===== config.mk =====
export PLATFORM = sky130hd
export DESIGN_NAME = vid_blit
export DESIGN_NICKNAME = d
export VERILOG_FILES = /design/src/rtl/vid_pkg.sv /design/src/rtl/vid_blit.sv
export SDC_FILE = /design/constraint.sdc
export NUM_CORES = 1
export LEC_CHECK = 0
export CAP_MARGIN = 20
export CELL_PAD_IN_SITES_DETAIL_PLACEMENT = 1
export CELL_PAD_IN_SITES_GLOBAL_PLACEMENT = 1
export CORE_UTILIZATION = 34
export DETAILED_ROUTE_END_ITERATION = 10
export GPL_TIMING_DRIVEN = 0
export PLACE_DENSITY_LB_ADDON = 0.08
export SLEW_MARGIN = 20
export SYNTH_ARGS = -nofsm -noshare
export SYNTH_HDL_FRONTEND = slang
export SYNTH_SLANG_ARGS = --single-unit

===== constraint.sdc =====
create_clock -name clk -period 1.9 [get_ports clk]
set_input_delay 0.38 -clock clk [delete_from_list [all_inputs] [get_ports clk]]
set_output_delay 0.38 -clock clk [all_outputs]
set_load 0.1 [all_outputs]

===== src/rtl/vid_pkg.sv =====
// ============================================================================
// Module      : vid_pkg
// Description : Shared register map, ctrl/status bit positions and FSM
//               encoding for the vid_blit fill/copy engine.
// Revision    : 1.0 - initial release
// ============================================================================
`default_nettype none

package vid_pkg;

  localparam logic [2:0] c_reg_dst_lo = 3'd0;
  localparam logic [2:0] c_reg_dst_hi = 3'd1;
  localparam logic [2:0] c_reg_src_lo = 3'd2;
  localparam logic [2:0] c_reg_src_hi = 3'd3;
  localparam logic [2:0] c_reg_len_lo = 3'd4;
  localparam logic [2:0] c_reg_len_hi = 3'd5;
  localparam logic [2:0] c_reg_fill   = 3'd6;
  localparam logic [2:0] c_reg_ctrl   = 3'd7;

  localparam int c_ctrl_fill  = 0;
  localparam int c_ctrl_copy  = 1;
  localparam int c_ctrl_ie    = 2;
  localparam int c_ctrl_abort = 3;
  localparam int c_ctrl_clr   = 7;

  localparam int c_stat_busy = 0;
  localparam int c_stat_done = 1;
  localparam int c_stat_ie   = 2;

  localparam logic [1:0] c_st_idle  = 2'd0;
  localparam logic [1:0] c_st_fill  = 2'd1;
  localparam logic [1:0] c_st_cp_rd = 2'd2;
  localparam logic [1:0] c_st_cp_wr = 2'd3;

endpackage

`default_nettype wire


===== src/rtl/vid_blit.sv =====
// ============================================================================
// Module      : vid_blit
// Description : Video RAM fill/copy blitter with CPU-priority RAM port mux.
//               Copy mode is compiled in by defining VID_BLIT_COPY_EN.
// Revision    : 1.0 - initial release
// ============================================================================
`default_nettype none

module vid_blit
  import vid_pkg::*;
#(
  parameter int AW = 13
) (
  input  logic          clk,
  input  logic          reset,
  input  logic          sel_reg,
  input  logic          we,
  input  logic [2:0]    addr,
  input  logic [7:0]    din,
  output logic [7:0]    dout,
  input  logic          cpu_sel_ram,
  input  logic          cpu_we,
  input  logic [AW-1:0] cpu_addr,
  input  logic [7:0]    cpu_din,
  output logic          v_sel_ram,
  output logic          v_we,
  output logic [AW-1:0] v_addr,
  output logic [7:0]    v_din,
  input  logic [7:0]    v_ram_dout,
  output logic          busy,
  output logic          irq
);

  logic [1:0]    r_state;
  logic [15:0]   r_dst;
  logic [15:0]   r_len;
  logic [7:0]    r_fill;
  logic [7:0]    r_dout;
  logic          r_done;
  logic          r_ie;
  logic          r_irq;
  logic          w_busy;
  logic          w_ctrl_wr;
  logic          w_cfg_wr;
  logic          w_abort;
  logic          w_kill;
  logic          w_step;
  logic          w_last;
  logic          w_start_fill;
  logic          w_start_copy;
  logic          w_eng_sel;
  logic          w_eng_we;
  logic [AW-1:0] w_eng_addr;
  logic [7:0]    w_eng_din;
  logic [7:0]    w_rd_data;
  logic [7:0]    w_status;

`ifdef VID_BLIT_COPY_EN
  logic [15:0]   r_src;
`else
  logic          w_unused_ram;
  assign w_unused_ram = ^v_ram_dout;
`endif

  assign w_busy       = (r_state != c_st_idle);
  assign w_ctrl_wr    = sel_reg & we & (addr == c_reg_ctrl);
  assign w_cfg_wr     = sel_reg & we & ~w_busy;
  assign w_abort      = w_ctrl_wr & din[c_ctrl_abort] & w_busy;
  // Reset and abort both suppress the in-flight engine access immediately.
  assign w_kill       = reset | w_abort;
  assign w_step       = ~cpu_sel_ram & ~w_kill;
  assign w_last       = (r_len == 16'd1);
  assign w_start_fill = w_ctrl_wr & ~w_busy & din[c_ctrl_fill];
`ifdef VID_BLIT_COPY_EN
  assign w_start_copy = w_ctrl_wr & ~w_busy & ~din[c_ctrl_fill] & din[c_ctrl_copy];
`else
  assign w_start_copy = 1'b0;
`endif

  always_comb begin
    w_eng_sel  = 1'b0;
    w_eng_we   = 1'b0;
    w_eng_addr = r_dst[AW-1:0];
    w_eng_din  = r_fill;
    case (r_state)
      c_st_fill: begin
        w_eng_sel = 1'b1;
        w_eng_we  = 1'b1;
      end
`ifdef VID_BLIT_COPY_EN
      c_st_cp_rd: begin
        w_eng_sel  = 1'b1;
        w_eng_addr = r_src[AW-1:0];
      end
      c_st_cp_wr: begin
        w_eng_sel = 1'b1;
        w_eng_we  = 1'b1;
        w_eng_din = v_ram_dout;
      end
`endif
      default: ;
    endcase
    if (w_kill) begin
      w_eng_sel = 1'b0;
      w_eng_we  = 1'b0;
    end
  end

  assign v_sel_ram = cpu_sel_ram | w_eng_sel;
  assign v_we      = cpu_sel_ram ? cpu_we   : w_eng_we;
  assign v_addr    = cpu_sel_ram ? cpu_addr : w_eng_addr;
  assign v_din     = cpu_sel_ram ? cpu_din  : w_eng_din;

  always_comb begin
    w_status              = 8'h00;
    w_status[c_stat_busy] = w_busy;
    w_status[c_stat_done] = r_done;
    w_status[c_stat_ie]   = r_ie;
    w_rd_data             = 8'h00;
    case (addr)
      c_reg_dst_lo: w_rd_data = r_dst[7:0];
      c_reg_dst_hi: w_rd_data = r_dst[15:8];
`ifdef VID_BLIT_COPY_EN
      c_reg_src_lo: w_rd_data = r_src[7:0];
      c_reg_src_hi: w_rd_data = r_src[15:8];
`endif
      c_reg_len_lo: w_rd_data = r_len[7:0];
      c_reg_len_hi: w_rd_data = r_len[15:8];
      c_reg_fill:   w_rd_data = r_fill;
      c_reg_ctrl:   w_rd_data = w_status;
      default:      w_rd_data = 8'h00;
    endcase
  end

  always_ff @(posedge clk) begin
    if (reset) begin
      r_state <= c_st_idle;
      r_dst   <= 16'h0000;
      r_len   <= 16'h0000;
      r_fill  <= 8'h00;
      r_dout  <= 8'h00;
      r_done  <= 1'b0;
      r_ie    <= 1'b0;
      r_irq   <= 1'b0;
`ifdef VID_BLIT_COPY_EN
      r_src   <= 16'h0000;
`endif
    end else begin
      r_irq <= r_done & r_ie;
      if (sel_reg && !we) r_dout <= w_rd_data;

      if (w_cfg_wr) begin
        case (addr)
          c_reg_dst_lo: r_dst[7:0]  <= din;
          c_reg_dst_hi: r_dst[15:8] <= din;
`ifdef VID_BLIT_COPY_EN
          c_reg_src_lo: r_src[7:0]  <= din;
          c_reg_src_hi: r_src[15:8] <= din;
`endif
          c_reg_len_lo: r_len[7:0]  <= din;
          c_reg_len_hi: r_len[15:8] <= din;
          c_reg_fill:   r_fill      <= din;
          default: ;
        endcase
      end

      if (w_ctrl_wr) begin
        r_ie <= din[c_ctrl_ie];
        if (din[c_ctrl_clr]) r_done <= 1'b0;
      end

      // A zero-length start completes on the spot.
      if (w_start_fill || w_start_copy) begin
        r_done <= (r_len == 16'h0000);
        if (r_len != 16'h0000) r_state <= w_start_fill ? c_st_fill : c_st_cp_rd;
      end

      if (w_abort) begin
        r_state <= c_st_idle;
        r_done  <= 1'b1;
      end else if (w_step) begin
        case (r_state)
          c_st_fill: begin
            r_dst[AW-1:0] <= r_dst[AW-1:0] + 1'b1;
            r_len         <= r_len - 16'd1;
            if (w_last) begin
              r_state <= c_st_idle;
              r_done  <= 1'b1;
            end
          end
`ifdef VID_BLIT_COPY_EN
          c_st_cp_rd: r_state <= c_st_cp_wr;
          c_st_cp_wr: begin
            r_src[AW-1:0] <= r_src[AW-1:0] + 1'b1;
            r_dst[AW-1:0] <= r_dst[AW-1:0] + 1'b1;
            r_len         <= r_len - 16'd1;
            r_state       <= w_last ? c_st_idle : c_st_cp_rd;
            if (w_last) r_done <= 1'b1;
          end
`endif
          default: ;
        endcase
      end else if (cpu_sel_ram && r_state == c_st_cp_wr) begin
        // Read data was lost to the CPU access; fetch it again.
        r_state <= c_st_cp_rd;
      end
    end
  end

  assign dout = r_dout;
  assign busy = w_busy;
  assign irq  = r_irq;

endmodule

`default_nettype wire


## After elaboration in Yosys (flattened, before gate mapping)

Cells that the tools add are included.

| word-level totals | value |
|---|---|
| register bits after elaboration | 53 |
| word-level logic and storage cells | 74 |

| cells by class | value |
|---|---|
| $add $sub $neg | 2 |
| equality and inequality tests | 8 |
| muxes and demuxes | 31 |
| bitwise gates (word level) | 14 |
| reduce and logical (&&, ||, !) cells | 10 |

Operator list:

| operator | number |
|---|---|
| two-way mux 13 bit | 5 |
| two-way mux 16 bit | 4 |
| one-hot mux 8 bit (6 select lines) | 1 |
| two-way mux 8 bit | 4 |
| == test 16 x 1 -> 1 bit (second input constant) | 1 |
| logical NOT 16 bit | 1 |
| nonzero test 16 bit | 1 |
| subtractor 16 x 1 -> 16 bit (second input constant) | 1 |
| adder 13 x 1 -> 13 bit (second input constant) | 1 |
| == test 3 bit (second input constant) | 4 |
| two-way mux 2 bit | 6 |
| two-way mux 1 bit | 10 |
| AND 1 bit | 9 |
| two-way mux 5 bit | 1 |
| AND reduction 2 bit | 2 |
| == test 3 x 1 -> 1 bit (second input constant) | 1 |
| logical NOT 3 bit | 1 |
| NOT 1 bit | 3 |
| == test 2 x 1 -> 1 bit (second input constant) | 1 |
| == test 2 bit (second input constant) | 1 |
| logical AND 1 bit | 2 |
| OR 1 bit | 2 |
| nonzero test 2 bit | 1 |
| OR reduction 2 bit | 1 |
| logical NOT 1 bit | 1 |

## Longest topological paths before layout

Gate-level depths: netlist of run 1.

| logic depth | value |
|---|---|
| depth in word-level cells | 9 |
| depth in mapped cells | 7 |
| gate-level depth less buffers | 6 |

## Worst setup path before layout of run 1

No wires, ideal clock.

| path | value |
|---|---|
| path kind | input to output |
| from | input cpu_sel_ram |
| to | output v_we |
| arrival time | 1.950 ns |
| data required time | 1.520 ns |
| setup slack | -0.430 ns |
| stages on the path | 6 |
| buffers on the path | 3 |
| cells stage by stage | buf_2 > nor4b_4 > o21ai_2 > clkbuf_8 > buf_6 > nand2_1 |

| on the way | value |
|---|---|
| cells in the longest elaborated chain, start to end | 1 |

Ends and longest elaborated chain:

| element | RTL line | source |
|---|---|---|
| start: declaration | vid_blit.sv:21 | `input logic cpu_sel_ram,` |
| two-way mux 1 bit | vid_blit.sv:110 | `assign v_we = cpu_sel_ram ? cpu_we : w_eng_we;` |
| end: declaration | vid_blit.sv:26 | `output logic v_we,` |

Every way passes these cells.

## Worst setup path in the final report of run 1

| path | value |
|---|---|
| from | register r_state[1] |
| to | output v_sel_ram |

| on the way | value |
|---|---|
| cells in the longest elaborated chain, start to end | 5 |
| elaborated cells on any way between the ends | 7 |
| classes of those cells | 1 x eq/ne; 2 x mux; 3 x bitwise; 1 x reduce/logical |

Ends and longest elaborated chain:

| element | RTL line | source |
|---|---|---|
| start: declaration | vid_blit.sv:34 | `logic [1:0] r_state;` |
| start signal: assignment | vid_blit.sv:137 | `r_state <= c_st_idle;` |
| start signal: assignment | vid_blit.sv:175 | `if (r_len != 16'h0000) r_state <= w_start_fill ? c_st_fill : c_st_cp_rd;` |
| start signal: assignment | vid_blit.sv:179 | `r_state <= c_st_idle;` |
| nonzero test 2 bit | vid_blit.sv:65 | `assign w_busy = (r_state != c_st_idle);` |
| AND 1 bit | vid_blit.sv:68 | `assign w_abort = w_ctrl_wr & din[c_ctrl_abort] & w_busy;` |
| OR 1 bit | vid_blit.sv:70 | `assign w_kill = reset \| w_abort;` |
| two-way mux 1 bit * | vid_blit.sv:103 | `if (w_kill) begin` |
| OR 1 bit * | vid_blit.sv:109 | `assign v_sel_ram = cpu_sel_ram \| w_eng_sel;` |
| end: declaration | vid_blit.sv:25 | `output logic v_sel_ram,` |

Every way passes the cells marked *; elsewhere a longest branch is shown, timed or not.

==> impl_metrics.env, run 1 <==
export IMPL_ios=79
export IMPL_port_buffers=68
export IMPL_fp_row_count=35
export IMPL_cts_buffers=5
export IMPL_timing_final_crit_share=1.07
export IMPL_internal_power_mw=1.60
export IMPL_ctsHtreeMaxLevel=2
export IMPL_cts_sinks=53
export IMPL_hold_viol_final=0
export IMPL_endpoint_kind="output pin"
export IMPL_p_seq_frac=0.452
export IMPL_synth_distinct_cells=66
export IMPL_synth_edf_count=0
export IMPL_clk_pin_slew_ns=0.11
export IMPL_die_h_um=101
export IMPL_cp_max_fo=5
export IMPL_layout_area_overhead_vs_synth_pct=32.3
export IMPL_nFillCells=1128
export IMPL_combPwrFrac=0.270
export IMPL_seq_area_frac_synth=0.317
export IMPL_ir_drop_mv=0.271
export IMPL_route_detailed_wl_per_inst_um=22.4
export IMPL_max_freq_ghz=0.494
export IMPL_clock_power_share=0.278
export IMPL_ys_warn_count=0
export IMPL_worstSetupPathType="reg -> out"
export IMPL_rsz0062_at_grt="true"
export IMPL_drtPass1Iterations=4
export IMPL_cp_cell_sequence="buf_6 > nor2_4 > clkinvlp_4 > a21oi_4 > a31o_4 > buf_12"
export IMPL_drtIter0Drc=158
export IMPL_grt_use_met1=0.352
export IMPL_min_period_ns=2.02
export IMPL_netSwitchingFraction=0.374
export IMPL_setup_slack_ns=-0.125
export IMPL_cts_max_path_buffers=2
export IMPL_power_density_nw_per_um2=576
export IMPL_final_common_cell="dfxtp_1"
export IMPL_tightest_slew_ns=0.957
export IMPL_dp_cells=566
export IMPL_grt_pass1_wl_um=19800
export IMPL_cp_required_ns=1.52
export IMPL_clk_insertion_delay_late_ns=0.32
export IMPL_synth_top_area_frac=0.317
export IMPL_vias=3455
export IMPL_antenna_found_initial=0
export IMPL_final_cell_mix="dfxtp_1, nand2_1, buf_2"
export IMPL_start_kind="flop"
export IMPL_status="finished, violations left"
export IMPL_use_met3=0.0290
export IMPL_p_leak_nw=1.72
export IMPL_busiest_layer="met2"
export IMPL_worst_r2r_setup_slack_ns=-0.05
export IMPL_yosys_top_cells_area="dfxtp_1, mux2_2, mux2i_1"
export IMPL_synth_flop_cell="dfxtp_1"
export IMPL_fp_dieArea_um2=10200
export IMPL_syn_nets=418
export IMPL_grt_usage=0.262
export IMPL_postRouteAntennaNets=0
export IMPL_cts_root_buf="clkbuf_8"
export IMPL_final_core_util=0.473
export IMPL_place_congestion=0.879
export IMPL_instances_no_fill=588
export IMPL_total_power_mw=2.55
export IMPL_power_switching_mw=0.954
export IMPL_final_setup_viol_count=10
export IMPL_synthArstFlopShare=0
export IMPL_postLayoutCellArea_um2=4430
export IMPL_grt_overflow=0
export IMPL_slowest_delay_ns=0.39
export IMPL_violations="setup timing"
export IMPL_grt_use_met2=0.430
export IMPL_synth_cells=369
export IMPL_grt_max_degree=19
export IMPL_synth_area_um2=3350
export IMPL_pre_cts_ws_ns=-1.54
export IMPL_core_area_um2=9370
export IMPL_cp_arrival_ns=1.64
export IMPL_floorplan_initialDensity=0.357
export IMPL_min_path_type="in -> reg"
export IMPL_route_detailed_drc=0
export IMPL_vias_per_cell=5.88
export IMPL_seq_area_um2=1070
export IMPL_multi_input_area_um2=2170
export IMPL_dp_hpwl_um=9640
export IMPL_placed_area_um2=4230
export IMPL_drt_wl_total_um=13100
export IMPL_fin_skew_ns=0.0153
export IMPL_fin_tns_setup_ns=-0.444
export IMPL_diodes=0
export IMPL_final_max_slew_viol_count=0
export IMPL_die_w_um=101
export IMPL_ys_seq_elements=53
export IMPL_max_slew_margin=0.364
export IMPL_grt_pass1_vias=3372
export IMPL_synth_area_leader_cell="dfxtp_1"
export IMPL_cts_tree="done"
export IMPL_drv_cap=0
export IMPL_drive_gt1_frac=0.296
export IMPL_crit_slowest_cell="dfxtp_4"
export IMPL_nets=507
export IMPL_whs_ns=0.448
export IMPL_avgSynthCellArea_um2=9.07
-- critical path, delay by kind of cell (launching register included) --
| kind | cells | cell delay [ns] |
|---|---|---|
| buf+inv | 3 | 0.45 |
| compound gates | 2 | 0.35 |
| simple gates | 1 | 0.13 |
| flops | 1 | 0.39 |
-- Yosys cell counts (7+ instances only) --
cell	n
mux2i_1	18
a22oi_1	11
mux4_2	7
a31oi_1	10
nor2_1	24
inv_1	14
o311ai_0	8
o21ai_0	11
mux2_2	21
o211ai_1	7
nand2_1	34
or3_1	7
dfxtp_1	53
a21oi_1	26
nand3_1	9
-- timing repair --
item                                    4_1_cts  5_1_grt
setup buffers                                 7        9
hold buffers                                  0        0
gates resized for setup                     180       30
pin swaps                                     5        8
endpoints found under the setup margin       80       27
-- power groups by stage --
stage | Combinational [mW] | Sequential, mW | Clock, mW
finish | 0.689 | 1.15 | 0.710
global route | 0.716 | 1.16 | 0.763
CTS | 0.688 | 1.15 | 0.723
detailed placement | 0.700 | 1.18 | 0
global placement | 0.694 | 1.18 | 0
floorplan | 0.400 | 1.24 | 0
-- cell type report --
class / instances / share of cell area
clock inverters: 3 / 0.00565
multi-input cells: 279 / 0.491
plain buffers: 20 / 0.0410
inverters: 15 / 0.0136
flip-flops and latches: 53 / 0.242
repair buffers: 84 / 0.156
well taps: 129 / 0.0364
clock buffers: 5 / 0.0155
-- registers in the layout, indices dropped and copies added (netlist names) --
signal and count:
r_len 16, irq 1, r_dst 16, r_state 2
r_ie 1, dout 8, r_fill 8, r_done 1
-- layer usage --
metal	wire length, µm	vias to the layer above	part of all wire
met2	6260	109	0.48
met4	303	0	0.023
met5	0	-	0
met1	5800	1724	0.44
met3	776	18	0.059
li1	-	1604	-
-- cell families (layout without fill, tap and decap cells) --
logic type / Yosys count / in the layout / synth area share
flops: 53 / 53 / 0.317
buf+inv: 37 / 127 / 0.0636
compound gates: 111 / 111 / 0.238
fa+ha+maj: 3 / 3 / 0.0112
mux: 47 / 47 / 0.179
simple gates: 118 / 118 / 0.191
-- final timing paths --
path / start / to / depth (start not counted)
worst max register to register: r_state[1]$_SDFF_PP0_ / r_dst[4]$_SDFF_PP0_ / 7
worst max-delay path: r_state[1]$_SDFF_PP0_ / v_sel_ram / 6
worst min-delay path: din[3] / r_dst[11]$_SDFF_PP0_ / 3
worst min register to register: r_dst[15]$_SDFFE_PP0P_ / r_dst[15]$_SDFFE_PP0P_ / 2
Note: power is estimated with default switching activity, not from simulation.
==> run 2, diff against run 1 <==
- CORE_ASPECT_RATIO: default -> 0.9
==> impl_metrics.env, run 2 (same netlist as run 1, synthesis figures left out) <==
export IMPL_min_period_ns=2.01
export IMPL_cts_tree="done"
export IMPL_final_core_util=0.477
export IMPL_whs_ns=0.469
export IMPL_core_area_um2=9330
export IMPL_cts_max_path_buffers=2
export IMPL_diodes=0
export IMPL_timing_final_crit_share=1.06
export IMPL_worst_r2r_setup_slack_ns=0.10
export IMPL_fp_dieArea_um2=10200
export IMPL_fin_tns_setup_ns=-0.204
export IMPL_route_detailed_drc=0
export IMPL_combPwrFrac=0.259
export IMPL_cp_cell_sequence="buf_4 > nor2_4 > clkinvlp_4 > a21oi_4 > a31o_4 > buf_12"
export IMPL_cp_buffers_inverters=3
export IMPL_cp_arrival_ns=1.63
export IMPL_r2r_cells=4
export IMPL_status="finished, violations left"
export IMPL_drv_cap=0
export IMPL_port_buffers=68
export IMPL_p_leak_nw=1.73
export IMPL_postRouteAntennaNets=0
export IMPL_final_cell_mix="dfxtp_1, nand2_1, clkdlybuf4s50_1"
export IMPL_critPathTopFamily="buffers and inverters"
export IMPL_final_max_slew_viol_count=0
export IMPL_drtIter0Drc=209
export IMPL_violations="setup timing"
export IMPL_cp_required_ns=1.52
export IMPL_grt_usage=0.256
export IMPL_power_density_nw_per_um2=605
export IMPL_setup_slack_ns=-0.108
export IMPL_final_common_cell="dfxtp_1"
export IMPL_grt_max_degree=18
export IMPL_rsz0062_at_grt="true"
export IMPL_drt_wl_total_um=12900
export IMPL_grt_overflow=0
export IMPL_nFillCells=1106
export IMPL_tightest_slew_ns=0.969
export IMPL_power_switching_mw=0.964
export IMPL_start_kind="flop"
export IMPL_grt_pass1_wl_um=19500
export IMPL_drive_gt1_frac=0.304
export IMPL_drtPass1Iterations=4
export IMPL_place_congestion=0.873
export IMPL_total_power_mw=2.69
export IMPL_vias=3480
export IMPL_cp_num_cells=6
export IMPL_floorplan_initialDensity=0.359
export IMPL_cp_max_fo=8
export IMPL_pre_cts_ws_ns=-1.51
export IMPL_clk_pin_slew_ns=0.11
export IMPL_min_path_cells=2
export IMPL_seq_area_um2=1070
export IMPL_slowest_delay_ns=0.39
export IMPL_clk_insertion_delay_late_ns=0.33
export IMPL_endpoint_kind="output pin"
export IMPL_ctsHtreeMaxLevel=2
export IMPL_antenna_found_initial=0
export IMPL_cts_root_buf="clkbuf_8"
export IMPL_min_path_type="reg -> reg"
export IMPL_route_detailed_wl_per_inst_um=22.2
export IMPL_internal_power_mw=1.73
export IMPL_vias_per_cell=5.98
export IMPL_dp_hpwl_um=9450
export IMPL_nets=508
export IMPL_cts_sinks=53
export IMPL_die_h_um=96.1
export IMPL_crit_slowest_cell="dfxtp_4"
export IMPL_grt_pass1_vias=3393
export IMPL_worstSetupPathType="reg -> out"
export IMPL_multi_input_area_um2=2200
export IMPL_cts_buffers=5
export IMPL_hold_viol_final=0
export IMPL_clock_power_share=0.314
export IMPL_max_freq_ghz=0.498
export IMPL_reg_top3="r_dst (16), r_len (16)"
export IMPL_fp_row_count=33
export IMPL_ios=79
export IMPL_final_setup_viol_count=2
export IMPL_max_slew_margin=0.356
export IMPL_fin_skew_ns=0.00693
export IMPL_die_w_um=107
export IMPL_netSwitchingFraction=0.358
export IMPL_ir_drop_mv=0.299
export IMPL_p_seq_frac=0.428
export IMPL_layout_area_overhead_vs_synth_pct=33.0
==> run 2: cell count changes in the layout (fill, tap and decap cells not counted), sizes merged <==
cell	change
or3b	+1
clkdlybuf4s15	+3
inv	-1
clkdlybuf4s18	+1
bufinv	+1
buf	-4
==> run 2: layout make-up <==
| class | count | area share |
|---|---|---|
| flip-flops and latches | 53 | 0.241 |
| repair buffers | 84 | 0.153 |
| well taps | 122 | 0.0343 |
| clock buffers | 5 | 0.0155 |
| inverters | 15 | 0.0135 |
| clock inverters | 3 | 0.0104 |
| plain buffers | 20 | 0.0382 |
| multi-input cells | 280 | 0.493 |
==> run 2: stage by stage <==
step / cells / instance area [µm²]
5_1_grt: 582 / 4450
3_3_place_gp: 559 / 4220
2_1_floorplan: 369 / 3380
6_report: 582 / 4450
4_1_cts: 571 / 4370
3_5_place_dp: 559 / 4220
==> run 2: metal layers <==
metal	part of all wire	global-route usage	routed length (µm)	vias to the layer above
met3	0.076	0.0494	987	25
li1	-	-	-	1611
met4	0.025	0.0799	320	0
met2	0.45	0.409	5810	130
met1	0.45	0.347	5800	1714
met5	0	0	0	-
==> run 2: worst register-to-register path, delay by kind of cell, from the launching register on <==
| kind | cells | cell delay [ns] |
|---|---|---|
| compound gates | 2 | 0.52 |
| flops | 1 | 0.39 |
| simple gates | 2 | 0.83 |
==> run 2: final timing paths <==
path / start / endpoint
min reg2reg: r_dst[15]$_SDFFE_PP0P_ / r_dst[15]$_SDFFE_PP0P_
max: r_state[0]$_SDFF_PP0_ / v_sel_ram
min: r_dst[15]$_SDFFE_PP0P_ / r_dst[15]$_SDFFE_PP0P_
max reg2reg: r_state[1]$_SDFF_PP0_ / r_done$_SDFF_PP0_
==> run 2: power by group through the flow <==
stage                     clock network, mW  logic (mW)  registers [mW]
after floorplan                           0       0.400            1.24
after global placement                    0       0.693            1.18
after detailed placement                  0       0.699            1.18
after CTS                             0.849       0.690            1.15
final                                 0.845       0.697            1.15
after global routing                  0.884       0.727            1.16
==> run 2: what timing repair did <==
item	in CTS	in global routing
gates cloned	0	1
pin swaps	5	6
setup buffers	5	11
endpoints found under the setup margin	78	25
gates resized for setup	184	27
hold buffers	0	0
